File: config.mk
export PLATFORM = sky130hd
export DESIGN_NAME = ppu_cpu_reg_if
export DESIGN_NICKNAME = d
export VERILOG_FILES = /design/src/rtl/ppu_cpu_reg_if.sv
export SDC_FILE = /design/constraint.sdc
export NUM_CORES = 1
export LEC_CHECK = 0
export ABC_AREA = 0
export BUFFER_PORTS_ARGS = -buffer_cell sky130_fd_sc_hd__clkbuf_2
export CORE_MARGIN = 4
export CORE_UTILIZATION = 46
export DETAILED_ROUTE_END_ITERATION = 10
export PLACE_DENSITY_LB_ADDON = 0.2
export SLEW_MARGIN = 20
export SYNTH_ARGS = -nofsm -noshare
export SYNTH_HDL_FRONTEND = slang
export SYNTH_SLANG_ARGS = --single-unit
File: constraint.sdc
create_clock -name clk -period 2.65 [get_ports clk]
set_input_delay 0.265 -clock clk [delete_from_list [all_inputs] [get_ports clk]]
set_output_delay 0.265 -clock clk [all_outputs]
set_load 0.005 [all_outputs]
File: src/rtl/ppu_cpu_reg_if.sv
// CPU-side PPU register file ($2000-$2007): register decode, shared write toggle,
// buffered PPUDATA path, vblank/NMI. Optional NMI generation under PPU_NMI_EN.
module ppu_cpu_reg_if #(
  parameter int VRAM_AW = 14
) (
  input  logic        clk,
  input  logic        reset,
  input  logic        cpu_cs,
  input  logic        cpu_rw,
  input  logic [2:0]  cpu_addr,
  input  logic [7:0]  cpu_data_in,
  output logic [7:0]  cpu_data_out,
  output logic        cpu_ready,
  input  logic        render,
  input  logic        vblank_start,
  input  logic        vblank_end,
  output logic [15:0] VRAM_addr,
  output logic        VRAM_WE,
  output logic [7:0]  VRAM_wdata,
  input  logic [7:0]  VRAM_rdata,
  output logic [4:0]  palette_addr,
  output logic        palette_WE,
  output logic [7:0]  palette_wdata,
  input  logic [7:0]  palette_rdata,
  output logic [7:0]  ppuctrl,
  output logic [7:0]  ppumask,
  output logic [7:0]  scroll_x,
  output logic [7:0]  scroll_y,
  output logic        nmi
);

  // state    | meaning
  // IDLE     | accepting CPU accesses
  // WAIT_BUS | PPUDATA pending, waiting for renderer to release VRAM
  // XFER     | address/strobe on the bus for one cycle
  // RD_CAP   | capture VRAM_rdata into the read buffer
  localparam logic [1:0] S_IDLE     = 2'd0;
  localparam logic [1:0] S_WAIT_BUS = 2'd1;
  localparam logic [1:0] S_XFER     = 2'd2;
  localparam logic [1:0] S_RD_CAP   = 2'd3;

  logic [1:0]         state;
  logic [VRAM_AW-1:0] v_addr;
  logic [VRAM_AW-1:0] v_inc;
  logic               toggle;
  logic               vblank;
  logic               vblank_nxt;
  logic               lat_rw;
  logic [7:0]         lat_data;
  logic [7:0]         rd_buf;
  logic               access;
  logic               status_rd;
  logic               is_pal;

  assign cpu_ready     = (state == S_IDLE);
  assign access        = cpu_ready & cpu_cs;
  assign status_rd     = access & cpu_rw & (cpu_addr == 3'd2);
  assign is_pal        = &v_addr[VRAM_AW-1:8];
  assign v_inc         = v_addr + (ppuctrl[2] ? VRAM_AW'(32) : VRAM_AW'(1));

  assign VRAM_addr     = {{(16-VRAM_AW){1'b0}}, v_addr};
  assign VRAM_wdata    = lat_data;
  assign palette_addr  = v_addr[4:0];
  assign palette_wdata = lat_data;
  assign VRAM_WE       = (state == S_XFER) & ~lat_rw & ~is_pal;
  assign palette_WE    = (state == S_XFER) & ~lat_rw & is_pal;

  // set beats both clear sources so a coincident status read cannot lose a new vblank
  assign vblank_nxt = vblank_start ? 1'b1 :
                      (vblank_end | status_rd) ? 1'b0 : vblank;

  always_ff @(posedge clk or negedge reset) begin
    if (!reset) begin
      state        <= S_IDLE;
      v_addr       <= '0;
      toggle       <= 1'b0;
      vblank       <= 1'b0;
      lat_rw       <= 1'b0;
      lat_data     <= 8'h00;
      rd_buf       <= 8'h00;
      cpu_data_out <= 8'h00;
      ppuctrl      <= 8'h00;
      ppumask      <= 8'h00;
      scroll_x     <= 8'h00;
      scroll_y     <= 8'h00;
    end else begin
      vblank <= vblank_nxt;
      case (state)
        S_IDLE: begin
          if (access) begin
            if (cpu_addr == 3'd7) begin
              lat_rw   <= cpu_rw;
              lat_data <= cpu_data_in;
              state    <= S_WAIT_BUS;
            end else if (cpu_rw) begin
              cpu_data_out <= (cpu_addr == 3'd2) ? {vblank, 7'b0} : 8'h00;
              if (cpu_addr == 3'd2) toggle <= 1'b0;
            end else begin
              case (cpu_addr)
                3'd0: ppuctrl <= cpu_data_in;
                3'd1: ppumask <= cpu_data_in;
                3'd5: begin
                  if (toggle) scroll_y <= cpu_data_in;
                  else        scroll_x <= cpu_data_in;
                  toggle <= ~toggle;
                end
                3'd6: begin
                  if (toggle) v_addr[7:0]         <= cpu_data_in;
                  else        v_addr[VRAM_AW-1:8] <= cpu_data_in[VRAM_AW-9:0];
                  toggle <= ~toggle;
                end
                default: ;
              endcase
            end
          end
        end
        S_WAIT_BUS: begin
          if (!render) state <= S_XFER;
        end
        S_XFER: begin
          if (lat_rw && !is_pal) begin
            state <= S_RD_CAP;
          end else begin
            if (lat_rw) cpu_data_out <= palette_rdata;
            v_addr <= v_inc;
            state  <= S_IDLE;
          end
        end
        S_RD_CAP: begin
          cpu_data_out <= rd_buf;
          rd_buf       <= VRAM_rdata;
          v_addr       <= v_inc;
          state        <= S_IDLE;
        end
        default: state <= S_IDLE;
      endcase
    end
  end

`ifdef PPU_NMI_EN
  logic ctrl7_nxt;
  assign ctrl7_nxt = (access & ~cpu_rw & (cpu_addr == 3'd0)) ? cpu_data_in[7] : ppuctrl[7];

  always_ff @(posedge clk or negedge reset) begin
    if (!reset) nmi <= 1'b0;
    else        nmi <= vblank_nxt & ctrl7_nxt;
  end
`else
  assign nmi = 1'b0;
`endif

endmodule

Word level (Yosys, flattened, before mapping)
Index checks and enable logic that the tools add are counted.
- bits in registers: 75
- $add $sub $neg: 1
- eq/ne operators: 20
- muxes and demuxes: 26
- bitwise logic cells: 12
- reductions and logical operators: 19
- operator list (cell ; number):
    14-bit 2-to-1 mux ; 5
    8-bit 2-to-1 mux ; 7
    14-bit case mux with 3 select lines ; 1
    8-bit case mux with 3 select lines ; 1
    6-bit AND reduction ; 4
    5-bit AND reduction ; 3
    14-bit by 6-bit adder with 14-bit output ; 1
    2-bit inequality test, second input constant ; 7
    7-bit AND reduction ; 2
    6-bit 2-to-1 mux ; 2
    2-bit by 1-bit inequality test with 1-bit output, second input constant ; 5
    3-bit equality test, second input constant ; 3
    2-bit 2-to-1 mux ; 4
    2-bit case mux with 4 select lines ; 1
    1-bit AND ; 6
    3-bit AND reduction ; 2
    1-bit 2-to-1 mux ; 5
    1-bit inverter ; 5
    2-bit equality test, second input constant ; 2
    2-bit nonzero test ; 2
    3-bit by 1-bit equality test with 1-bit output, second input constant ; 1
    3-bit by 2-bit equality test with 1-bit output, second input constant ; 1
    3-bit logical NOT ; 1
    3-bit nonzero test ; 1
    other kinds (6) ; 6

Depth between registers and ports, before layout
Gate-level depths: netlist of run 1.
- word-level depth: 7
- gate-level depth with buffers: 8
- gate-level depth less buffers: 8

Least setup slack after synthesis of run 1
OpenSTA, ideal clock, no wires.
- kind: register to register
- start: register state[0]
- end: register scroll_x[0]
- library setup time: 0.125 ns
- arrival: 1.727 ns
- path slack: 0.798 ns
- cell stages (with the launch flop): 7
- period minus slack after synthesis: 1.852 ns
- cells stage by stage: dfrtp_1 > buf_4 > nor3b_4 > nor3b_4 > and4b_1 > buf_4 > mux2_2
- cells in the longest elaborated chain, start to end: 3
- RTL lines (what ; line ; source):
    start, declared ; 42 ; logic [1:0] state;
    start signal, assigned ; 74 ; state <= S_IDLE;
    start signal, assigned ; 94 ; state <= S_WAIT_BUS;
    start signal, assigned ; 118 ; if (!render) state <= S_XFER;
    2-bit logical NOT * ; 55, 88 ;
    1-bit AND ; 56 ; assign access = cpu_ready & cpu_cs;
    6-bit AND reduction (no source line) * ; n/a ;
    end signal, assigned ; 104 ; else scroll_x <= cpu_data_in;
    end, declared ; 27 ; output logic [7:0] scroll_x,
Every way passes the cells marked *; elsewhere a longest branch is shown, timed or not.
A chain may end at the register's enable or synchronous reset.

Worst setup path after layout of run 1
- start: register state[1]
- end: register scroll_x[6]
Same word-level chain as after synthesis.

==> results of run 1 <==
[state kept, by name, indices dropped and copies added, names as in the netlist]
signal,count
VRAM_wdata,8
cpu_data_out,8
lat_rw,1
ppuctrl,8
ppumask,8
rd_buf,8
scroll_x,8
scroll_y,8
state,2
toggle,1
v_addr,14
vblank,1
[power by group]
group	internal, mW	switching (mW)	total (mW)
Combinational	0.984	0.971	1.95
Sequential	1.64	0.449	2.08
Clock	0.471	0.455	0.926
Total	3.09	1.87	4.96
[stage by stage]
step                      util [%]  hold WS (ps)  cells
after CTS                     56.9          93.2    536
after global routing          56.9          92.0    536
after detailed placement      54.2           467    520
final                         56.9          51.6    536
after global placement        54.2           459    520
after floorplan                  -         -30.6    336
[cell families (layout without fill, tap and decap cells)]
family / count (synthesis) / after routing / synth area share (%)
AOI/OAI and AO/OA: 65 / 65 / 11.7
adders and majority gates: 3 / 3 / 1.01
muxes: 57 / 57 / 16.9
buffers and inverters: 40 / 138 / 6.32
other: 1 / 3 / 0.101
xor gates and xnor gates: 2 / 2 / 0.471
DFF: 75 / 75 / 50.5
and+or+nand+nor: 91 / 91 / 13.1
[placed cells by master, fill, tap and decap left out, drive strengths merged, types with 2 or more instances in the layout]
| cell | Yosys | routed |
|---|---|---|
| clkbuf | 5 | 120 |
| dfrtp | 75 | 75 |
| mux2 | 45 | 45 |
| nand2 | 22 | 22 |
| nor2 | 21 | 21 |
| a21oi | 16 | 16 |
| nand3 | 12 | 12 |
| mux2i | 12 | 12 |
| nand4 | 11 | 11 |
| o21ai | 10 | 10 |
| inv | 8 | 10 |
| o31ai | 7 | 7 |
| and3 | 6 | 6 |
| o22ai | 6 | 6 |
| nor3 | 4 | 4 |
| buf | 27 | 4 |
| a31oi | 4 | 4 |
| nor3b | 4 | 4 |
| nand2b | 3 | 3 |
| a21o | 3 | 3 |
| a221oi | 3 | 3 |
| a211oi | 3 | 3 |
| ha | 3 | 3 |
| conb | 1 | 3 |
| a41oi | 2 | 2 |
| a41o | 2 | 2 |
| and2 | 2 | 2 |
| nor4 | 2 | 2 |
| xor2 | 2 | 2 |
| a31o | 2 | 2 |
| o21bai | 2 | 2 |
| clkinv | 0 | 2 |
[routing by layer]
metal  up-vias  share of wire, %  track usage, %
met4         0               1.3            5.96
met5         -                 0               0
li1       1398                 -               -
met1      1453                44            25.8
met2        95                48            31.6
met3        12               6.7            6.00
[final cells by class]
class                           count  area, sq um
Clock inverter                      6         72.6
Tap cell                          102          128
Inverter                            8         30.0
Sequential cell                    75         1880
Fill cell                         692         3370
Multi-Input combinational cell    221         1620
Timing Repair Buffer              114          581
Clock buffer                       10          138
[worst max path at each step]
stage	endpoint	from	slack (ps)
6_report	scroll_x[6]$_DFFE_PN0P_	state[1]$_DFFE_PN0P_	490
5_1_grt	v_addr[10]$_DFFE_PN0P_	ppuctrl[2]$_DFFE_PN0P_	300
4_1_cts	scroll_x[6]$_DFFE_PN0P_	state[1]$_DFFE_PN0P_	470
3_5_place_dp	scroll_x[6]$_DFFE_PN0P_	state[1]$_DFFE_PN0P_	480
3_3_place_gp	scroll_x[1]$_DFFE_PN0P_	state[1]$_DFFE_PN0P_	560
2_1_floorplan	scroll_x[0]$_DFFE_PN0P_	state[0]$_DFFE_PN0P_	800
[worst max-delay path: stages, from the launching register on]
cell                      delay (ps)
sky130_fd_sc_hd__dfrtp_1         500
sky130_fd_sc_hd__nor3b_4         370
sky130_fd_sc_hd__nor3b_4         330
sky130_fd_sc_hd__and4b_1         470
sky130_fd_sc_hd__mux2_2          380
==> summary by stage, run 1 <==
Synth
Dividing the synthesized area by the synthesized cell count gives ~11 sq um. The async set or reset register ratio after synthesis is 100%. The most repeated cell in the gate-level netlist after synthesis is sky130_fd_sc_hd__dfrtp_1. After synthesis, the most frequently instantiated cells are sky130_fd_sc_hd__dfrtp_1, sky130_fd_sc_hd__mux2_2, sky130_fd_sc_hd__nand2_1. The combined area of all synthesized cells is 0.00372 sq mm.

The area fraction of the dominant cell type after synthesis is between 50 and 60%. Ranked by total cell area, the synthesized netlist is headed by sky130_fd_sc_hd__dfrtp_1, sky130_fd_sc_hd__mux2_2, sky130_fd_sc_hd__buf_4. Of all cell types, the one taking the most synthesized area is sky130_fd_sc_hd__dfrtp_1. The count of different cell masters after synthesis is 46. Of the synthesized area, sequential elements account for 50.5%.

The count of yosys warnings during synthesis is 0. In the synthesized netlist, the number of instances is approximately 330. The number of synthesized register bits is 75. The dominant register cell in the synthesized netlist is sky130_fd_sc_hd__dfrtp_1. In this run, synthesis inferred 0 flip-flops with an integrated enable.

Timing
Timing would allow up to 463 MHz. For the pin with the worst max-slew slack, the measured transition is around 900 ps. The maximum clock skew at final layout is 9.92 ps. The max-slew violation count is 0. Setup repair after global routing left no endpoint under its margin.

Setup violations remaining at the end of the flow were counted as 0. Counting I/O delays and the setup requirement, the final critical path takes 2160 ps. After routing, the total negative slack on setup checks comes to 0 ps.

Measured against its own limit, the worst slew margin works out to approximately 39%. Once routing completed, OpenROAD measured the worst setup slack at 489 ps. The final critical path takes up approximately 82% of the cycle. The final hold violation count is 0.

Placed design
The weighted congestion at the end of routability-driven global placement is 0.878. Timing analysis after detailed placement gives a worst setup slack of 483 ps. The cell area after placement is 0.00423 sq mm. The number of buffer cells added on primary ports is roughly 110. The HPWL after detailed placement is 6540 microns.

Global routing
The overall overflow remaining after global route is 0. The number of global-route vias before repair is 2960. The global-route wire length before repair is around 15000 microns. Entering global routing, the biggest net connects 76 pins. The initial antenna violation count is 0. For this run, the total global-route usage over all layers was measured as 19.7%.

Critical path
At the worst endpoint, the required time is around 2900 ps. The worst-path maximum fanout is 10. The worst setup slack for register-to-register paths is about 490 ps.

The category of the worst setup path capture point is a flip-flop. The setup path with the least slack is of type flip-flop to flip-flop. The startpoint type of the worst setup path is a flip-flop. For the worst flop-to-flop path, the logic depth is 4. The endpoint identified for the worst register-to-register timing path is scroll_x[6]$_DFFE_PN0P_. The arrival time reported for the critical path endpoint is 2390 ps. The startpoint of the worst register-to-register path is state[1]$_DFFE_PN0P_.

Power
Overall power consumption after layout is estimated at 4.96 mW. In this run the static leakage power is 2.19 nW. Power spread over the standard cell area amounts to 1120 mW/mm^2. The worst-case IR drop observed on VDD is slightly below 500 uV.

Detailed routing
After detailed routing, the number of remaining DRC violations is 0. The final routed wirelength across all metal layers is roughly 9000 microns. The final antenna-violating net count is 0.

The routed layout has 2958 vias. The DRC violation total after the first TritonRoute iteration is around 120. The iteration count of the initial detailed-routing pass is 4.

The number of vias per cell is 5.52. After detailed routing, the average wire length per cell comes to 16.9 microns.

Finish
The share of cells above drive strength 1 is 41.9%. The count of antenna diodes in the layout is 0. The area overhead of the layout relative to synthesis is 19.4%. The count of nets after finishing is approximately 470.

After routing the design area is around 0.0044 sq mm.

Clock network
The register clock-pin slew on the reported worst setup and hold paths is 90 ps. The number of gates resized after CTS was 0. Buffers added to address setup during post-CTS repair amount to 0. The clock tree from TritonCTS is done. The H-tree was split into 3 levels. The tree built by TritonCTS fans out to 75 sinks. After clock tree synthesis, the flow added hold-fix buffers numbering 0. The clock tree root buffer cell is sky130_fd_sc_hd__clkbuf_8. The total CTS buffers is 9. For the worst-skew pair, the clock arrives at the later sink with an insertion delay of 350 ps. In this run the deepest clock path goes through 2 buffers.

Floorplan
During I/O placement, the number of pins put on the boundary was 115. From bottom edge to top edge, the die measures approximately 98 microns. The die width is 97.9 microns.

The core region is 0.00781 sq mm. The initial core utilization is a little under half. The number of placement rows is 32. The die covers 0.00959 sq mm.

Min path
In this run the worst hold path is classified as input pin to asynchronous set/reset pin.

Outcome
The flow ran to the end, and the final reports show no timing, DRC or antenna violations.

Flow run
Across the run, the number of max-cap violations was 0.
Power figures use the tool's default switching activity.
==> run 2: changes to the inputs <==
Clock period 2.65 ns to 2 ns, I/O delays scaled along.
==> run 2 against run 1 <==
  * Die area is the same
  * Register-to-register slack lost 330 ps
  * First-iteration DRC count rose by 2.6%
  * Power up 31%
  * Clock power increased by 13%
  * Critical path type unchanged
  * Critical endpoint is now v_addr[13]$_DFFE_PN0P_
  * Largest power group is now combinational logic
==> summary by stage, run 2 (synthesis gave the netlist of run 1 again) <==
Outcome
The flow ran to the end, and the final reports show no timing, DRC or antenna violations.

Floorplan
The number of placement rows came to 32 (unchanged). The die boundary height is 97.9 microns (unchanged). The number of I/O pins is 115 (unchanged). The die width is 97.9 microns (unchanged). The die footprint is 0.00959 sq mm (unchanged). The placeable core region is 0.00781 sq mm (unchanged).

The initial core utilization is 47.6% (unchanged).

Finish
The count of antenna diodes in the layout is 0 (unchanged). The commonest non-fill, non-tap cell in the layout is sky130_fd_sc_hd__clkbuf_2. Leaving out fill and tap cells, the most frequent cells in the layout are sky130_fd_sc_hd__clkbuf_2, sky130_fd_sc_hd__dfrtp_1, sky130_fd_sc_hd__mux2_2, sky130_fd_sc_hd__nand2_1, sky130_fd_sc_hd__nor2_1. The count of nets after finishing is 481 (+3.2%). The fill cell total of the finished layout was 684 (-1.2%). The share of cells above drive strength 1 is 44.3% (+2.4 points). Compared with the post-synthesis result, the final layout area differs by 22.0%.

v_addr holds more flip-flops than any other register. The number of flip-flops under the largest register name is 14 (unchanged).

Clock network
The buffer levels on the longest clock path is 2 (unchanged). The clock tree from TritonCTS is done. The tree is rooted in a sky130_fd_sc_hd__clkbuf_8.

The register clock-pin slew on the reported worst setup and hold paths is 90 ps (about the same). The clock latency on the worst-skew pair is 340 ps (about the same). The total number of clock tree sinks is 75 (unchanged). The total CTS buffers came to 9 (unchanged). The level count of the clock H-tree was 3 (unchanged).

Flow run
The max capacitance violation total is 0 (unchanged).

Critical path
The required time of the critical path is 2230 ps (-650 ps). The classification of the worst setup path is flip-flop to flip-flop. The end point of the critical path is v_addr[13]$_DFFE_PN0P_. The category of the worst setup path capture point is a flip-flop. The worst register-to-register path begins at ppuctrl[2]$_DFFE_PN0P_. The number of cell instances on the worst register-to-register path came to 6 (+2).

The worst-path maximum fanout is 4 (-6). In this run the worst setup path begins at ppuctrl[2]$_DFFE_PN0P_. The worst flop-to-flop path endpoint is v_addr[13]$_DFFE_PN0P_. The arrival time reported for the critical path endpoint is 2070 ps (-320 ps). The worst setup path is launched from a flip-flop.

The worst setup slack for register-to-register paths is 160 ps (-330 ps).

Detailed routing
The number of vias per cell was 5.36 (-2.8%). The iteration count of the initial detailed-routing pass is 4 (unchanged). The post-route DRC violation count is 0 (unchanged). The DRC violation total after the first TritonRoute iteration is 118 (+2.6%). The average wire per standard cell was 16.6 microns (-1.7%). The via count of the routed design is 2956 (-0.068%). The final routed wirelength across all metal layers is 9130 microns (+1.1%). The final antenna-violating net count is 0 (unchanged).

Global routing
The global-route wire length before repair is 15000 microns (-1.5%). The overall overflow remaining after global route is 0 (unchanged). The global router's overall resource usage is 19.4% (-0.28 points). The initial antenna violation count is 0 (unchanged).

The global-route met3 utilization is 5.29% (-0.71 points). The pin count of the biggest net entering global routing is 76 (unchanged). In this run the most used layer during global routing was met2. The number of global-route vias before repair is 2948 (-0.41%). The met1 demand-to-capacity share in global routing is 26.3% (+0.55 points). The global-route met2 utilization was 30.6% (-0.99 points).

Placed design
The number of buffer cells added on primary ports is 111 (unchanged). The post-detailed-placement half-perimeter wirelength is 6650 microns (+1.8%). The weighted congestion at the end of routability-driven global placement is 0.886 (+0.91%). The placement-stage worst setup slack is 84.0 ps (-399 ps).

Power
The static power due to leakage is 2.26 nW (+2.8%). The worst voltage drop across the vdd grid is 691 uV (+43%). The power density over the cells came to 1440 mW/mm^2 (+28%).

Timing
The final hold violation count is 0 (unchanged). The final critical-path required period came to 1840 ps (-325 ps). The max-slew violation count is 0 (unchanged).

The maximum clock rate is 545 MHz (+18%). The post-route fraction of the period consumed by the critical path came to 91.8% (+10 points). Setup repair after global routing left no endpoint under its margin. The maximum clock skew at final layout is 8.23 ps (-1.68 ps).

The post-route setup TNS is 0 ps (unchanged). The worst path setup slack after routing was 164 ps (-325 ps). The final-report setup violation count came to 0 (unchanged).

Min path
The tightest min-delay check is of the input pin to flip-flop type.
==> run 2: cell types whose count changed in the layout (fill, tap and decap cells not counted), sizes merged <==
cell	change
clkbuf	-1
dlygate4sd3	+1
inv	-1
buf	+14
clkinv	+3
bufinv	-1
==> run 2: what timing repair did <==
item | CTS | global route
endpoints found under the hold margin | 75 | 0
resized for setup | 0 | 4
hold buffers | 1 | 0
buffers inserted | 0 | 0
setup endpoints to repair | 0 | 15
==> run 2: area by class of cell <==
cell class,count,area (sq um),share of cell area [%]
Sequential cell,75,1880,41.3
Multi-Input combinational cell,221,1620,35.7
Timing Repair Buffer,129,708,15.6
Tap cell,102,128,2.81
Clock buffer,9,124,2.73
Clock inverter,7,52.6,1.16
Inverter,8,30.0,0.662
==> run 2: where the power goes <==
part           switching [mW]  internal, mW  total, mW
sequential              0.548          2.17       2.72
combinational            1.34          1.41       2.75
clock                   0.593         0.457       1.05
==> run 2: how the worst min path moves through the flow <==
stage	slack [ps]	cells after the start	end	startpoint
after CTS	40	2	vblank$_DFFE_PN0P_	vblank_start
after detailed placement	250	2	v_addr[2]$_DFFE_PN0P_	reset
after global routing	30	2	vblank$_DFFE_PN0P_	vblank_start
after global placement	250	2	v_addr[2]$_DFFE_PN0P_	reset
final	50	2	vblank$_DFFE_PN0P_	vblank_start
after floorplan	-100	0	VRAM_wdata[0]$_DFFE_PN0P_	reset
==> run 2: critical path: stages, from the launching register on <==
cell	delay, ps
sky130_fd_sc_hd__dfrtp_1	410
sky130_fd_sc_hd__ha_1	360
sky130_fd_sc_hd__nand4_1	110
sky130_fd_sc_hd__o21ai_1	260
sky130_fd_sc_hd__nand3_1	130
sky130_fd_sc_hd__xor2_1	160
sky130_fd_sc_hd__a221oi_1	310
==> run 2: through the flow <==
stage                     area (sq um)  util [%]  total power, mW  cells  hold slack [ps]
final                             4540      58.1             6.52    551             53.4
after global routing              4540      58.1             7.04    551             32.3
after CTS                         4530      58.1             6.57    551             41.8
after detailed placement          4350      55.7             5.50    534              254
after global placement            4350      55.7             5.43    534              249
after floorplan                   3730         -             4.42    336            -95.6
==> run 2: metal layers <==
layer  routed length, microns  part of all wire [%]  up-vias
met5                        0                     0        -
met1                     4190                    46     1426
met2                     4270                    47       94
met4                      125                   1.4        0
met3                      541                   5.9        9
li1                         -                     -     1427
==> run 3: changes to the inputs <==
Settings changed: PLACE_DENSITY_LB_ADDON 0.2 to 0.3.
==> run 3 against run 2 <==
  * Die area unchanged
  * Critical endpoint is now scroll_x[3]$_DFFE_PN0P_
  * Cell count fell by 0.36%
  * Maximum frequency is 3.1% lower
  * Global-route usage increased by 0.78 points
  * Largest cell class unchanged
  * Sequential power hardly changed
  * Worst setup slack got worse by 59 ps
  * Final area increased by 1.6%
  * Combinational power about the same
  * Largest power group unchanged
  * Sequential share of layout area shrank 0.61 points
==> summary by stage, run 3 (synthesis gave the netlist of run 1 again) <==
Detailed routing
The via count of the routed design is 3037 (+2.7%). The DRC violation total after the first TritonRoute iteration was 128 (+8.5%). The average wire per standard cell was 17.0 microns (+2.5%). The post-route DRC violation count came to 0 (unchanged).

The final routed wirelength across all metal layers came to 9330 microns (+2.2%). The number of vias per cell came to 5.53 (+3.1%). The final antenna-violating net count is 0 (unchanged). The iteration count of the initial detailed-routing pass is 4 (unchanged).

Power
The clock network fraction of design power is 20.9% (+4.8 points). The net switching fraction of the power came to 35.6% (-2.5 points). The worst voltage drop across the vdd grid is 695 uV (+0.55%). The total power consumption of the routed design is 6.93 mW (+6.4%). The static power due to leakage came to 2.27 nW (+0.63%).

The register share of total power was 39.4% (-2.3 points). The internal cell power is 4.46 mW (+11%). The power density over the cells is 1500 mW/mm^2 (+4.7%).

The combinational cell fraction of total power is 39.7% (-2.5 points). The net load switching power is 2.47 mW (-0.50%).

Critical path
The total buffers and inverters traversed by the critical path is 0 (unchanged). The arrival time reported for the critical path endpoint is 2130 ps (+60 ps). The kind of cell adding the most delay to the critical path is simple AND/OR/NAND/NOR gates.

The classification of the worst setup path is flip-flop to flip-flop. The most prevalent standard cell on the critical path is sky130_fd_sc_hd__nor3b_4. The largest incremental delay on the critical path is 500 ps (+90 ps).

The required time of the critical path was 2240 ps (about the same). For this design, the slowest cell found on the critical path is sky130_fd_sc_hd__dfrtp_1. The category of the worst setup path capture point is a flip-flop. The signal on the critical path passes through nor3b_4, nor3b_4, and4b_1, mux2_2.

The worst-path maximum fanout was 9 (+5). The startpoint type of the worst setup path is a flip-flop.

Timing
The post-route fraction of the period consumed by the critical path is 94.8% (+3.0 points). The final hold violation count is 0 (unchanged). The final-report setup violation count is 0 (unchanged).

The worst path setup slack after routing is 105 ps (-59.2 ps). The max-slew violation count is 0 (unchanged). Setup repair after global routing left no endpoint under its margin. The maximum clock rate is 528 MHz (-3.1%). The final critical-path required period came to 1900 ps (+59.2 ps). The post-route setup TNS is 0 ps (unchanged). The maximum clock skew at final layout is 6.65 ps (-1.58 ps).

Floorplan
The number of I/O pins is 115 (unchanged). The die boundary height is 97.9 microns (unchanged). The number of placement rows is 32 (unchanged). The die footprint is 0.00959 sq mm (unchanged). The die width is 97.9 microns (unchanged). The placeable core region is 0.00781 sq mm (unchanged). The initial core utilization is 47.6% (unchanged).

Placed design
The placement-stage worst setup slack is 102 ps (+17.9 ps). The number of buffer cells added on primary ports came to 111 (unchanged). The cell total after placement is 533 (-0.19%).

The post-detailed-placement half-perimeter wirelength is 6970 microns (+4.8%). The weighted congestion at the end of routability-driven global placement came to 0.904 (+2.0%).

Global routing
The met1 demand-to-capacity share in global routing is 24.6% (-1.7 points). The global router's overall resource usage was 20.2% (+0.78 points). The number of global-route vias before repair came to 3144 (+6.6%). The initial antenna violation count is 0 (unchanged).

The overall overflow remaining after global route is 0 (unchanged). The layer carrying the most global-route usage is met2. The global-route met3 utilization was 7.36% (+2.1 points).

The global-route wire length before repair is 15500 microns (+3.8%). The pin count of the biggest net entering global routing is 47 (-38%). The global-route met2 utilization came to 33.2% (+2.6 points).

Clock network
The register clock-pin slew on the reported worst setup and hold paths came to 80 ps (about the same). The count of buffers added by post-CTS timing repair for setup is 0 (unchanged). TritonCTS built the clock tree. The level count of the clock H-tree was 3 (unchanged).

The clock latency on the worst-skew pair is 350 ps (about the same). In this run the clock root is driven by a sky130_fd_sc_hd__clkbuf_8. The total number of clock tree sinks is 75 (unchanged).

The buffer levels on the longest clock path is 2 (unchanged). The total CTS buffers was 9 (unchanged).

Finish
The count of nets after finishing is 480 (-0.21%). The final design utilization came to 59.1% (+0.95 points). The area growth from synthesis to layout is 24.0%. The fill cell total of the finished layout is 699 (+2.2%). The number of flip-flops under the largest register name came to 14 (unchanged). The share of cells above drive strength 1 is 44.1% (-0.25 points). The library cell used most frequently in the layout, excluding fill and tap cells, is sky130_fd_sc_hd__clkbuf_2.

The sequential cell area is 0.00188 sq mm (+0.13%). The total area of multi-input combinational cells is 0.00163 sq mm (+0.39%). The register with the most flip-flops is v_addr. The count of antenna diodes in the layout is 0 (unchanged). The number of standard cells in the final layout excluding fillers is 549 (-0.36%).

The top cell types in the final layout, fill and taps aside, are sky130_fd_sc_hd__clkbuf_2, sky130_fd_sc_hd__dfrtp_1, sky130_fd_sc_hd__mux2_2, sky130_fd_sc_hd__nand2_1, sky130_fd_sc_hd__nor2_1.

Flow run
The max capacitance violation total came to 0 (unchanged).

Min path
The worst hold path belongs to the class input pin to flip-flop.

Outcome
The run finished with clean final reports.
-- run 3: cell count changes in the layout (fill, tap and decap cells not counted), moves of 2 or more --
cell | previous run | this run
sky130_fd_sc_hd__dfrtp_1 | 75 | 73
sky130_fd_sc_hd__bufinv_16 | 0 | 3
sky130_fd_sc_hd__clkinv_4 | 3 | 0
sky130_fd_sc_hd__clkbuf_8 | 9 | 11
sky130_fd_sc_hd__dfrtp_2 | 0 | 2
sky130_fd_sc_hd__clkinv_2 | 2 | 0
-- run 3: area by class of cell --
type                    instances  area share [%]
flip-flops and latches         75            40.7
repair buffers                128            15.2
clock inverters                 4            2.12
multi-input cells             221            35.3
inverters                       8           0.651
well taps                     102            2.77
clock buffers                  11            3.28
-- run 3: per-stage QoR --
stage	hold slack [ps]	area (sq um)
2_1_floorplan	-95.6	3730
3_3_place_gp	161	4340
3_5_place_dp	172	4340
4_1_cts	34.5	4600
5_1_grt	46.3	4610
6_report	46.3	4610
-- run 3: timing repair --
action / CTS / global route
endpoints found under the setup margin: 0 / 9
hold buffers: 1 / 0
resized for setup: 0 / 4
hold endpoints to repair: 29 / 0
-- run 3: power by group through the flow --
stage	clock network (mW)	registers [mW]	logic, mW
final	1.45	2.73	2.75
after global routing	1.54	2.84	3.07
after CTS	1.47	2.72	2.78
after detailed placement	0	2.74	2.77
after global placement	0	2.72	2.70
after floorplan	0	2.65	1.77
-- run 3: path summary, 6_finish.rpt --
path | start | end | slack, ps | cells after the start
min reg2reg | cpu_data_out[1]$_DFFE_PN0P_ | cpu_data_out[1]$_DFFE_PN0P_ | 480 | 2
max | state[1]$_DFFE_PN0P_ | scroll_x[3]$_DFFE_PN0P_ | 100 | 4
max in group asynchronous | reset | toggle$_DFFE_PN0P_ | 1080 | 3
min | vblank_start | vblank$_DFFE_PN0P_ | 50 | 2
max reg2reg | state[1]$_DFFE_PN0P_ | scroll_x[3]$_DFFE_PN0P_ | 100 | 4
min in group asynchronous | reset | VRAM_wdata[6]$_DFFE_PN0P_ | 320 | 2
-- run 3: routing by layer --
layer,vias up,wire [microns]
met2,102,4590
met5,-,0
met1,1501,3830
met3,9,782
met4,0,131
li1,1425,-
